File: config.mk
export PLATFORM = sky130hd
export DESIGN_NAME = onehot_decoder_seq
export DESIGN_NICKNAME = d
export VERILOG_FILES = /design/src/rtl/onehot_dec_pkg.sv /design/src/rtl/onehot_dec_core.sv /design/src/rtl/onehot_decoder_seq.sv
export SDC_FILE = /design/constraint.sdc
export NUM_CORES = 1
export LEC_CHECK = 0
export ABC_CLOCK_PERIOD_IN_PS = 6100
export CORE_ASPECT_RATIO = 1.25
export CORE_UTILIZATION = 59
export CTS_CLUSTER_DIAMETER = 100
export CTS_CLUSTER_SIZE = 25
export DETAILED_ROUTE_END_ITERATION = 8
export PLACE_DENSITY_LB_ADDON = 0.3
export SKIP_CTS_REPAIR_TIMING = 1
export SYNTH_ARGS = -nofsm -noshare
export SYNTH_HDL_FRONTEND = slang
export SYNTH_HIERARCHICAL = 1
export SYNTH_SLANG_ARGS = --single-unit
File: constraint.sdc
create_clock -name i_clk -period 6.1 [get_ports i_clk]
set_clock_uncertainty 0.2 [all_clocks]
set_input_delay 0.61 -clock i_clk [delete_from_list [all_inputs] [get_ports i_clk]]
set_output_delay 0.61 -clock i_clk [all_outputs]
set_load 0.005 [all_outputs]
File: src/rtl/onehot_dec_pkg.sv
// Shared encodings for the sequenced one-hot decoder: transfer modes and FSM states.
// Imported by the top so both sides of the handshake use the same code values.
package onehot_dec_pkg;

  typedef enum logic [1:0] {
    MODE_LEVEL = 2'd0,
    MODE_PULSE = 2'd1,
    MODE_TIMED = 2'd2,
    MODE_SCAN  = 2'd3
  } mode_e;

  typedef enum logic [2:0] {
    IDLE  = 3'd0,
    HOLD  = 3'd1,
    PULSE = 3'd2,
    TIMED = 3'd3,
    SCAN  = 3'd4
  } state_e;

endpackage

File: src/rtl/onehot_dec_core.sv
// Combinational SEL_W -> 2**SEL_W one-hot decode with enable; the parametrised
// successor of the fixed 2-to-4 gate decoder. All outputs are low when disabled.
module onehot_dec_core #(
  parameter int SEL_W = 2
) (
  input  logic               i_en,
  input  logic [SEL_W-1:0]   i_sel,
  output logic [2**SEL_W-1:0] o_onehot
);

  localparam int NUM_CODES = 2**SEL_W;

  for (genvar g = 0; g < NUM_CODES; g++) begin : g_line
    assign o_onehot[g] = i_en && (i_sel == SEL_W'(g));
  end

endmodule

File: src/rtl/onehot_decoder_seq.sv
// Registered one-hot decoder with valid/ready input and LEVEL/PULSE/TIMED/SCAN output timing.
// All outputs are registered; ACTIVE_LOW inverts dout at the output register.
//
//   state | meaning
//   IDLE  | dout idle, ready for a transfer
//   HOLD  | LEVEL code held until replaced or disabled
//   PULSE | code asserted for a single cycle
//   TIMED | code asserted for max(hold_len,1) cycles
//   SCAN  | walking every code, max(hold_len,1) cycles each
module onehot_decoder_seq
  import onehot_dec_pkg::*;
#(
  parameter int SEL_W      = 2,
  parameter int HOLD_W     = 8,
  parameter bit ACTIVE_LOW = 1'b0
) (
  input  logic                i_clk,
  input  logic                i_rst_n,
  input  logic                i_en,
  input  logic [1:0]          i_mode,
  input  logic [HOLD_W-1:0]   i_hold_len,
  input  logic [SEL_W-1:0]    i_sel,
  input  logic                i_sel_valid,
  output logic                o_sel_ready,
  output logic [2**SEL_W-1:0] o_dout,
  output logic                o_busy,
  output logic                o_done
);

  localparam int                 NUM_CODES = 2**SEL_W;
  localparam int                 LEFT_W    = SEL_W + 1;
  localparam logic [NUM_CODES-1:0] IDLE_VAL = {NUM_CODES{ACTIVE_LOW}};
  localparam logic [HOLD_W-1:0]  CNT_ONE   = HOLD_W'(1);
  localparam logic [LEFT_W-1:0]  LEFT_ONE  = LEFT_W'(1);
  localparam logic [LEFT_W-1:0]  LEFT_ALL  = LEFT_W'(NUM_CODES);

  state_e                 r_state;
  logic [NUM_CODES-1:0]   r_dout;
  logic                   r_sel_ready;
  logic                   r_busy;
  logic                   r_done;
  logic [HOLD_W-1:0]      r_cnt;
  logic [HOLD_W-1:0]      r_hold;
  logic [SEL_W-1:0]       r_idx;
  logic [LEFT_W-1:0]      r_left;

  logic                   w_accept;
  logic [HOLD_W-1:0]      w_hold_eff;
  logic [SEL_W-1:0]       w_dec_sel;
  logic [NUM_CODES-1:0]   w_onehot;
  logic [NUM_CODES-1:0]   w_dout_nxt;

  // r_sel_ready is only ever high in IDLE/HOLD, so accepts never collide with completion.
  assign w_accept   = i_sel_valid && r_sel_ready && i_en;
  assign w_hold_eff = (i_hold_len == '0) ? CNT_ONE : i_hold_len;
  assign w_dec_sel  = w_accept ? i_sel : (r_idx + SEL_W'(1));

  onehot_dec_core #(
    .SEL_W (SEL_W)
  ) u_core (
    .i_en     (i_en),
    .i_sel    (w_dec_sel),
    .o_onehot (w_onehot)
  );

  assign w_dout_nxt = w_onehot ^ IDLE_VAL;

  always_ff @(posedge i_clk or negedge i_rst_n) begin
    if (!i_rst_n) begin
      r_state     <= IDLE;
      r_dout      <= IDLE_VAL;
      r_sel_ready <= 1'b0;
      r_busy      <= 1'b0;
      r_done      <= 1'b0;
      r_cnt       <= '0;
      r_hold      <= '0;
      r_idx       <= '0;
      r_left      <= '0;
    end else begin
      r_done <= 1'b0;
      if (!i_en) begin
        r_state     <= IDLE;
        r_dout      <= IDLE_VAL;
        r_sel_ready <= 1'b0;
        r_busy      <= 1'b0;
        r_cnt       <= '0;
        r_hold      <= '0;
        r_idx       <= '0;
        r_left      <= '0;
      end else if (w_accept) begin
        r_dout <= w_dout_nxt;
        r_busy <= 1'b1;
        r_idx  <= i_sel;
        r_hold <= w_hold_eff;
        r_cnt  <= w_hold_eff;
        r_left <= LEFT_ALL;
        case (i_mode)
          MODE_LEVEL: begin
            r_state     <= HOLD;
            r_sel_ready <= 1'b1;
          end
          MODE_PULSE: begin
            r_state     <= PULSE;
            r_sel_ready <= 1'b0;
          end
          MODE_TIMED: begin
            r_state     <= TIMED;
            r_sel_ready <= 1'b0;
          end
          default: begin
            r_state     <= SCAN;
            r_sel_ready <= 1'b0;
          end
        endcase
      end else begin
        case (r_state)
          IDLE: begin
            r_sel_ready <= 1'b1;
            r_busy      <= 1'b0;
            r_dout      <= IDLE_VAL;
          end
          HOLD: begin
            r_sel_ready <= 1'b1;
          end
          PULSE: begin
            r_state     <= IDLE;
            r_dout      <= IDLE_VAL;
            r_done      <= 1'b1;
            r_busy      <= 1'b0;
            r_sel_ready <= 1'b1;
            r_cnt       <= '0;
          end
          TIMED: begin
            if (r_cnt == CNT_ONE) begin
              r_state     <= IDLE;
              r_dout      <= IDLE_VAL;
              r_done      <= 1'b1;
              r_busy      <= 1'b0;
              r_sel_ready <= 1'b1;
              r_cnt       <= '0;
            end else begin
              r_cnt <= r_cnt - CNT_ONE;
            end
          end
          SCAN: begin
            // Dwell expired: either the last code has been shown or move to the next one.
            if (r_cnt == CNT_ONE) begin
              if (r_left == LEFT_ONE) begin
                r_state     <= IDLE;
                r_dout      <= IDLE_VAL;
                r_done      <= 1'b1;
                r_busy      <= 1'b0;
                r_sel_ready <= 1'b1;
                r_cnt       <= '0;
                r_left      <= '0;
              end else begin
                r_idx  <= r_idx + SEL_W'(1);
                r_left <= r_left - LEFT_ONE;
                r_cnt  <= r_hold;
                r_dout <= w_dout_nxt;
              end
            end else begin
              r_cnt <= r_cnt - CNT_ONE;
            end
          end
          default: begin
            r_state     <= IDLE;
            r_dout      <= IDLE_VAL;
            r_busy      <= 1'b0;
            r_sel_ready <= 1'b0;
            r_cnt       <= '0;
          end
        endcase
      end
    end
  end

  assign o_sel_ready = r_sel_ready;
  assign o_dout      = r_dout;
  assign o_busy      = r_busy;
  assign o_done      = r_done;

endmodule

# --- Word level (Yosys, flattened, before mapping) ---
# Cells that the tools add are included.
word_totals:
  register_bits: 31
  latchBits: 0
  mem_bits_rw: 0
  romBits: 0
  input_bits: 16
  output_inout_bits: 7
  word_cells: 102
  memories: 0
classes:
  addsub: 3
  n_mul: 0
  div: 0
  n_lt_le_gt_ge: 0
  eq_ne: 20
  n_shift: 0
  n_mux: 52
  bitwise: 0
  reduce_logical: 18
ops:
  columns: ["op", "count"]
  rows:
  - ["2-to-1 mux 8 bit", 8]
  - ["2-to-1 mux 3 bit", 10]
  - ["one-hot mux 8 bit (3 select lines)", 1]
  - ["2-to-1 mux 4 bit", 5]
  - ["one-hot mux 3 bit (3 select lines)", 2]
  - ["2-to-1 mux 1 bit", 16]
  - ["2-to-1 mux 2 bit", 6]
  - ["!= test 4 bit, second input constant", 3]
  - ["one-hot mux 4 bit (3 select lines)", 1]
  - ["one-hot mux 1 bit (3 select lines)", 3]
  - ["AND reduction 3 bit", 3]
  - ["== test 8 x 1 -> 1 bit, second input constant", 1]
  - ["zero test 8 bit", 1]
  - ["AND reduction 4 bit", 2]
  - ["subtractor 8 x 1 -> 8 bit, second input constant", 1]
  - ["== test 2 bit, second input constant", 3]
  - ["== test 3 x 1 -> 1 bit, second input constant", 2]
  - ["== test 3 x 2 -> 1 bit, second input constant", 2]
  - ["logical AND 1 bit", 6]
  - ["!= test 3 x 1 -> 1 bit, second input constant", 2]
  - ["!= test 3 bit, second input constant", 2]
  - ["== test 2 x 1 -> 1 bit, second input constant", 2]
  - ["zero test 2 bit", 2]
  - ["== test 3 bit, second input constant", 1]
  - ["8 further kinds", 8]

# --- Depth between registers and ports, before layout ---
# Gate-level depths: netlist of run 1.
depth:
  depth_word: 10
  depth_mapped: 7
  depth_no_buf: 6

# --- Hierarchy ---
# The synthesis of run 1 kept the hierarchy.
modules_own_cells:
  columns: ["module", "n_inst", "cells_per_inst", "area_each_um2", "seq_area_each_um2"]
  rows:
  - ["onehot_decoder_seq", 1, 201, 1863.0, 775.7]
  - ["onehot_dec_core", 1, 4, 37.5, 0.0]

# --- Worst setup path after synthesis of run 1 ---
# OpenSTA, ideal clock, no wires.
synth_path:
  path_type: "input -> register"
  startpoint: "input port i_sel_valid"
  endpoint: "register r_dout[3] (netlist: o_dout[3])"
  setup_time_ns: 0.128
  arrival_time_ns: 1.714
  t_required_ns: 5.772
  slack_ns: 4.058
  path_stages: 5
  n_path_buf: 0
  path_cell_list: "nand3_1 mux2_1 and3_2 and3_1 mux2_1"
synth_via:
  elab_chain_cells: 10
  word_cells_on_any_way: 14
  classes_between: "4 x eq/ne; 6 x mux; 4 x reduce/logical"
synth_lines:
  columns: ["element", "line", "text"]
  rows:
  - ["from (decl)", "onehot_decoder_seq.sv:23", "input logic i_sel_valid,"]
  - ["logical AND 1 bit (*) (2 in a row)", "onehot_decoder_seq.sv:54", "assign w_accept = i_sel_valid && r_sel_ready && i_en;"]
  - ["2-to-1 mux 2 bit (*)", "onehot_decoder_seq.sv:56", "assign w_dec_sel = w_accept ? i_sel : (r_idx + SEL_W'(1));"]
  - ["net w_dec_sel[1]", "onehot_decoder_seq.sv:49", "logic [SEL_W-1:0] w_dec_sel;"]
  - ["== test 2 bit (*)", "onehot_dec_core.sv:14", "assign o_onehot[g] = i_en && (i_sel == SEL_W'(g));"]
  - ["logical AND 1 bit (*)", "onehot_dec_core.sv:14", null]
  - ["net w_dout_nxt[3]", "onehot_decoder_seq.sv:51", "logic [NUM_CODES-1:0] w_dout_nxt;"]
  - ["2-to-1 mux 4 bit", "onehot_decoder_seq.sv:148", "if (r_left == LEFT_ONE) begin"]
  - ["2-to-1 mux 4 bit", "onehot_decoder_seq.sv:147", "if (r_cnt == CNT_ONE) begin"]
  - ["one-hot mux 4 bit (3 select lines)", "onehot_decoder_seq.sv:116", "case (r_state)"]
  - ["2-to-1 mux 4 bit (*)", "onehot_decoder_seq.sv:90", "end else if (w_accept) begin"]
  - ["2-to-1 mux 4 bit (*)", "onehot_decoder_seq.sv:81", "if (!i_en) begin"]
  - ["to (signal assigned)", "onehot_decoder_seq.sv:91", "r_dout <= w_dout_nxt;"]
  - ["to (signal assigned)", "onehot_decoder_seq.sv:160", "r_dout <= w_dout_nxt;"]
  - ["to (decl)", "onehot_decoder_seq.sv:38", "logic [NUM_CODES-1:0] r_dout;"]
# Mark *: on every way through the listed nets, which the timed path passes. The rest lies on a longest branch. The select of a mux whose other input is x is not followed.
# A chain may end at the register's enable or synchronous reset.

# --- Worst setup path after layout of run 1 ---
layout_path:
  startpoint: "input port i_en"
  endpoint: "register r_dout[2] (netlist: o_dout[2])"
layout_via:
  elab_chain_cells: 9
  word_cells_on_any_way: 13
  classes_between: "4 x eq/ne; 6 x mux; 3 x reduce/logical"
layout_lines:
  columns: ["element", "line", "text"]
  rows:
  - ["from (decl)", "onehot_decoder_seq.sv:19", "input logic i_en,"]
  - ["logical AND 1 bit (*)", "onehot_decoder_seq.sv:54", null]
  - ["2-to-1 mux 2 bit (*)", "onehot_decoder_seq.sv:56", null]
  - ["net w_dec_sel[1]", "onehot_decoder_seq.sv:49", null]
  - ["== test 2 bit (*)", "onehot_dec_core.sv:14", null]
  - ["logical AND 1 bit (*)", "onehot_dec_core.sv:14", null]
  - ["net w_dout_nxt[2]", "onehot_decoder_seq.sv:51", null]
  - ["2-to-1 mux 4 bit", "onehot_decoder_seq.sv:148", null]
  - ["2-to-1 mux 4 bit", "onehot_decoder_seq.sv:147", null]
  - ["one-hot mux 4 bit (3 select lines)", "onehot_decoder_seq.sv:116", null]
  - ["2-to-1 mux 4 bit (*)", "onehot_decoder_seq.sv:90", null]
  - ["2-to-1 mux 4 bit (*)", "onehot_decoder_seq.sv:81", null]
# Marks and branches as above.

==> summary.md, run 1 <==
| Metric | Value |
|---|---|
| Status | finished, final reports clean |
| Hold Crit Depth | 1 |
| Post-synth top area cell | dfrtp_1 |
| First-pass GRT wire length | 8.190 mm |
| Top cells by count, synth | dfrtp_1, nand2_1, a21oi_1, inv_1 |
| Die height | 65.46 um |
| TritonCTS clock tree | yes |
| Largest net degree at the start of global routing | 32 |
| Placement-stage cell area | 0.002123 mm^2 |
| Root Driver | clkbuf_4 |
| # setup viols final | 0 |
| Crit path DAT | 2.78 ns |
| Ys flop type | dfrtp_1 |
| Number of routed nets with antenna violations | 0 |
| Avg Cell Area, Syn | 9.271 um^2 |
| Initial antenna violation count | 0 |
| Synthesized flop and latch total | 31 |
| Syn nets | 228 |
| Clock Path Buffers | 2 |
| GRT Resource Usage Total | 32.89% |
| Area contributors post-synth | dfrtp_1, a21oi_1, ha_1 |
| Setup TNS | 0 ns |
| First-pass iteration count of the detailed router | 5 |
| Nets | 247 |
| MaxCap Viol Count | 0 |
| # diodes | 0 |
| GR Util met2 | 54.91% |
| Core area | 0.003000 mm^2 |
| Number of synthesized flops with an enable pin | 0 |
| Inserted Clock Buffers | 5 |
| IO Pins | 23 |
| Vias | 1808 |
| Min cycle time layout | 2.755 ns |
| Residual DRC | 0 |
| Synth unique cells | 53 |
| RSZ-0062 raised after global routing | false |
| CTS clk-pin slew, worst paths | 0.10 ns |
| Design area | 0.002173 mm^2 |
| GP Congestion | 0.8910 |
| H-tree lvl count | 2 |
| Busiest grt layer | met2 |
| DP HPWL | 3.477 mm |
| DR WL/cell | 18.79 um |
| Slowest stage delay, CP | 0.87 ns |
| Die footprint | 0.003454 mm^2 |
| Synth Instances | 205 |
| Crit path top cell by count | mux2_1 |
| Worst Max-Slew Pin Slew | 0.9450 ns |
| Final hold violations | 0 |
| Vias in the first global route | 1856 |
| Worst IR Drop VDD | 0.1768 mV |
| Detailed Route WL | 4.903 mm |
| Synth Cell Area | 0.001901 mm^2 |
| Worst setup SP type | input port |
| Clk sinks | 31 |
| PwrDens | 208.3 mW/mm^2 |
| Register area share after synthesis | 40.82% |
| Slew headroom | 36.62% |
| Gr ovfl total | 0 |
| Area delta synth->final | 14.35% |
| Worst Path Max Fanout | 21 |
| Rows | 22 |
| HP Class | flip-flop to flip-flop |
| Warnings from Yosys | 6 |
| CP Capture Type | flip-flop |
| Met1 Use GR | 36.73% |
| R2R depth | 6 |
| CP Cell Sequence | clkdlybuf4s50_1 > nand3_1 > mux2_1 > and3b_1 > and3_1 > mux2_1 |
| Pins Over Slew Limit | 0 |
| Initial DRC Count | 158 |
| Fmax | 362.9 MHz |
| Share of post-route cells with drive strength above 1 | 6.222% |
| M3 GR Usage | 7.407% |
| CP Class | input port to flip-flop |
| Die W | 52.77 um |
| Share of the synthesized area in the top cell type | 40.82% |
| Most common cell in the netlist | dfrtp_1 |
| CP Data Required Time | 6.13 ns |
| Initial Utilization | 63.34% |
| IO buf count | 22 |
| Leakage | 0.9496 nW |
| Worst-Skew Late Latency | 0.35 ns |
| Tcrit/Tclk final | 45.17% |
| Slowest cell on the critical path | clkdlybuf4s50_1 |
| Ys async rst share | 100.0% |
| Number of vias per cell | 6.927 |
worst max-delay path, delay by kind of cell:
family | cells | cell delay (ns)
buf+inv | 1 | 0.87
simple gates | 3 | 0.58
mux | 2 | 0.72
area by class of cell:
| type | instances | area [um^2] |
|---|---|---|
| clock buffer | 7 | 45.04 |
| clock inverter | 1 | 5.005 |
| fill | 228 | 827.0 |
| inverter | 10 | 37.54 |
| multi-input combinational | 153 | 1037 |
| sequential | 31 | 775.7 |
| tap | 36 | 45.04 |
| timing repair buffer | 23 | 227.7 |
cell usage in the layout, fill, tap and decap left out, types with 3 or more instances in the layout:
| cell type | synthesis | routed |
|---|---|---|
| a211oi_1 | 5 | 5 |
| a21oi_1 | 19 | 19 |
| a22oi_1 | 8 | 8 |
| and3_1 | 5 | 5 |
| clkbuf_4 | 0 | 5 |
| clkdlybuf4s50_1 | 0 | 22 |
| dfrtp_1 | 31 | 31 |
| ha_1 | 7 | 7 |
| inv_1 | 10 | 10 |
| mux2_1 | 5 | 5 |
| nand2_1 | 20 | 20 |
| nand3_1 | 7 | 7 |
| nor2_1 | 8 | 8 |
| nor3_1 | 6 | 6 |
| nor4_1 | 4 | 4 |
| o21ai_1 | 5 | 5 |
| o22ai_1 | 3 | 3 |
| o31ai_1 | 3 | 3 |
| xor2_1 | 5 | 5 |
power by group:
group          internal, W  switching (W)
combinational    0.0000460      0.0000603
clock            0.0000448      0.0000715
sequential        0.000216      0.0000145
metrics by stage:
| stage | worst slack (ns) | instances | utilization, % | power (W) | hold WS, ns |
|---|---|---|---|---|---|
| floorplan | 4.058 | 205 | - | 0.0002988 | 0.1144 |
| global placement | 3.114 | 253 | 70.77 | 0.0003302 | 0.2667 |
| detailed placement | 3.006 | 253 | 70.77 | 0.0003365 | 0.2819 |
| CTS | 3.373 | 261 | 72.44 | 0.0004502 | 0.3045 |
| global route | 3.175 | 261 | 72.44 | 0.0004740 | 0.3383 |
| finish | 3.345 | 261 | 72.44 | 0.0004528 | 0.2984 |
logic make-up after synthesis:
group	Yosys count	synth area share (%)
AOI/OAI and AO/OA	64	22.78
xor gates and xnor gates	6	2.765
adders and majority gates	7	4.608
buffers and inverters	21	4.609
DFF	31	40.82
muxes	6	3.489
and+or+nand+nor	70	20.93
layer usage:
| metal | up-vias | part of all wire (%) | routed length (um) |
|---|---|---|---|
| met4 | 0 | 4.4 | 217 |
| met1 | 841 | 35 | 1731 |
| met5 | - | 0 | 0 |
| li1 | 799 | - | - |
| met3 | 30 | 11 | 527 |
| met2 | 138 | 49 | 2426 |
sequential cells by signal, summed over array words and instances, names as in the netlist:
| register | cells |
|---|---|
| r_cnt | 8 |
| r_state | 3 |
| r_hold | 8 |
| r_left | 3 |
| r_idx | 2 |
| o_busy | 1 |
| o_dout | 4 |
| o_sel_ready | 1 |
| o_done | 1 |
worst paths after layout:
| path | startpoint | end | slack (ns) |
|---|---|---|---|
| worst max-delay path | i_en | o_dout[2] | 3.34 |
| worst min-delay path | o_dout[3] | o_dout[3] | 0.30 |
| worst max register to register | r_cnt[1] | r_cnt[0] | 3.56 |
| worst min register to register | o_dout[3] | o_dout[3] | 0.30 |
| max in group asynchronous | i_rst_n | o_done | 4.97 |
| min in group asynchronous | i_rst_n | o_dout[0] | 0.43 |
Power figures use the tool's default switching activity.
==> run 2: changes to the inputs <==
ABC_CLOCK_PERIOD_IN_PS = 2600   (was 6100)
CORE_UTILIZATION = 55   (was 59)
clock period = 2.6 ns   (was 6.1 ns; I/O delays follow)
==> run 2 against run 1 <==
Sequential share of layout area decreased by 1.6 points. Clock power increased to 3.1 times the previous value. Critical path depth is the same. Clock-buffer cell count unchanged. Non-clock buffer count increased by 8.
==> summary.md, run 2 (same netlist as run 1, synthesis figures left out) <==
| Metric | Value |
|---|---|
| First-pass iteration count of the detailed router | 5 |
| Core area | 0.003252 mm^2 |
| Rows | 23 |
| Min cycle time layout | 2.365 ns |
| CP Capture Type | flip-flop |
| Gr ovfl total | 0 |
| PwrDens | 510.0 mW/mm^2 |
| Die height | 67.73 um |
| Vias in the first global route | 1746 |
| CP Class | flip-flop to flip-flop |
| Leakage | 1.005 nW |
| Die footprint | 0.003696 mm^2 |
| Detailed Route WL | 4.699 mm |
| Setup WS pre-CTS | 0.2382 ns |
| Worst Path Max Fanout | 8 |
| First-pass GRT wire length | 7.955 mm |
| Inserted Clock Buffers | 5 |
| IO Pins | 23 |
| Fin util | 70.07% |
| Dpl cells | 262 |
| CTS clk-pin slew, worst paths | 0.06 ns |
| Tcrit/Tclk final | 90.98% |
| Clk sinks | 31 |
| # setup viols final | 0 |
| DP HPWL | 3.365 mm |
| Die W | 54.58 um |
| Number of routed nets with antenna violations | 0 |
| Vias | 1758 |
| Initial Utilization | 58.45% |
| IO buf count | 22 |
| H-tree lvl count | 2 |
| Commonest cells after routing, fill and taps aside | dfrtp_1, clkdlybuf4s50_1, nand2_1 |
| Setup TNS | 0 ns |
| Clock Path Buffers | 2 |
| Area delta synth->final | 19.88% |
| Root Driver | clkbuf_8 |
| Initial antenna violation count | 0 |
| Worst-Skew Late Latency | 0.29 ns |
| Initial DRC Count | 131 |
| GP Congestion | 0.9263 |
| TritonCTS clock tree | yes |
| Worst IR Drop VDD | 0.4949 mV |
| Final Non-Filler Cells | 270 |
| RSZ-0062 raised after global routing | false |
| Worst Max-Slew Pin Slew | 0.5551 ns |
| R2r setup slk | 0.23 ns |
| GRT Resource Usage Total | 30.48% |
| # diodes | 0 |
| Status | finished, final reports clean |
| Share of post-route cells with drive strength above 1 | 9.442% |
| Worst setup SP type | flip-flop |
| Slowest cell on the critical path | or4_1 |
| Crit path DAT | 2.37 ns |
| DR WL/cell | 17.40 um |
| Total chip power | 0.001162 W |
| Nets | 255 |
| Final hold violations | 0 |
| Slew headroom | 62.83% |
| Final WS setup | 0.2346 ns |
| Number of vias per cell | 6.511 |
| Fmax | 422.8 MHz |
| HP Class | input port to async pin |
| MaxCap Viol Count | 0 |
| Slowest stage delay, CP | 0.56 ns |
| CP Data Required Time | 2.61 ns |
| Residual DRC | 0 |
| Pins Over Slew Limit | 0 |
| Largest net degree at the start of global routing | 32 |
| Most common cell after layout, fill and taps aside | dfrtp_1 |
| CP Cell Sequence | inv_1 > ha_1 > nor3b_2 > nand2_2 > or4_1 > a21oi_1 |
[run 2: cell type report]
class / count / area, um^2
clock inverter: 1 / 5.005
timing repair buffer: 31 / 300.3
clock buffer: 7 / 76.32
multi-input combinational: 153 / 1037
sequential: 31 / 775.7
inverter: 10 / 37.54
tap: 37 / 46.29
fill: 256 / 973.4
[run 2: per-stage QoR]
| step | instance area (um^2) | hold slack [ns] |
|---|---|---|
| floorplan | 1901 | -0.2356 |
| global placement | 2197 | 0.2688 |
| detailed placement | 2197 | 0.2819 |
| CTS | 2278 | 0.1739 |
| global route | 2278 | 0.2142 |
| finish | 2278 | 0.1589 |
[run 2: critical path, delay by kind of cell, from the launching register on]
kind / cells / cell delay, ns
flip-flops: 1 / 0.41
buffers and inverters: 1 / 0.11
AND/OR/NAND/NOR: 3 / 1.24
AO/OA/AOI/OAI: 1 / 0.18
adder cells (fa/ha/maj): 1 / 0.14
[run 2: layer usage]
layer / global-route usage (%) / vias to the layer above / share of wire [%]
met4: 16.67 / 0 / 1.9
met3: 8.108 / 10 / 7.4
li1: - / 815 / -
met1: 36.32 / 851 / 39
met2: 48.49 / 82 / 51
met5: 0 / - / 0
[run 2: worst paths after layout]
kind	from	endpoint	cells after the start
max	r_cnt[1]	r_left[0]	6
min	i_rst_n	o_dout[3]	2
max reg2reg	r_cnt[1]	r_left[0]	6
min reg2reg	o_dout[2]	o_dout[2]	1
max in group asynchronous	i_rst_n	r_left[0]	2
min in group i_clk	o_dout[2]	o_dout[2]	1
[run 2: power breakdown]
| part | internal (W) | switching [W] |
|---|---|---|
| clock | 0.000187 | 0.000177 |
| combinational | 0.000119 | 0.000139 |
| sequential | 0.000507 | 0.0000318 |
| total | 0.000813 | 0.000349 |
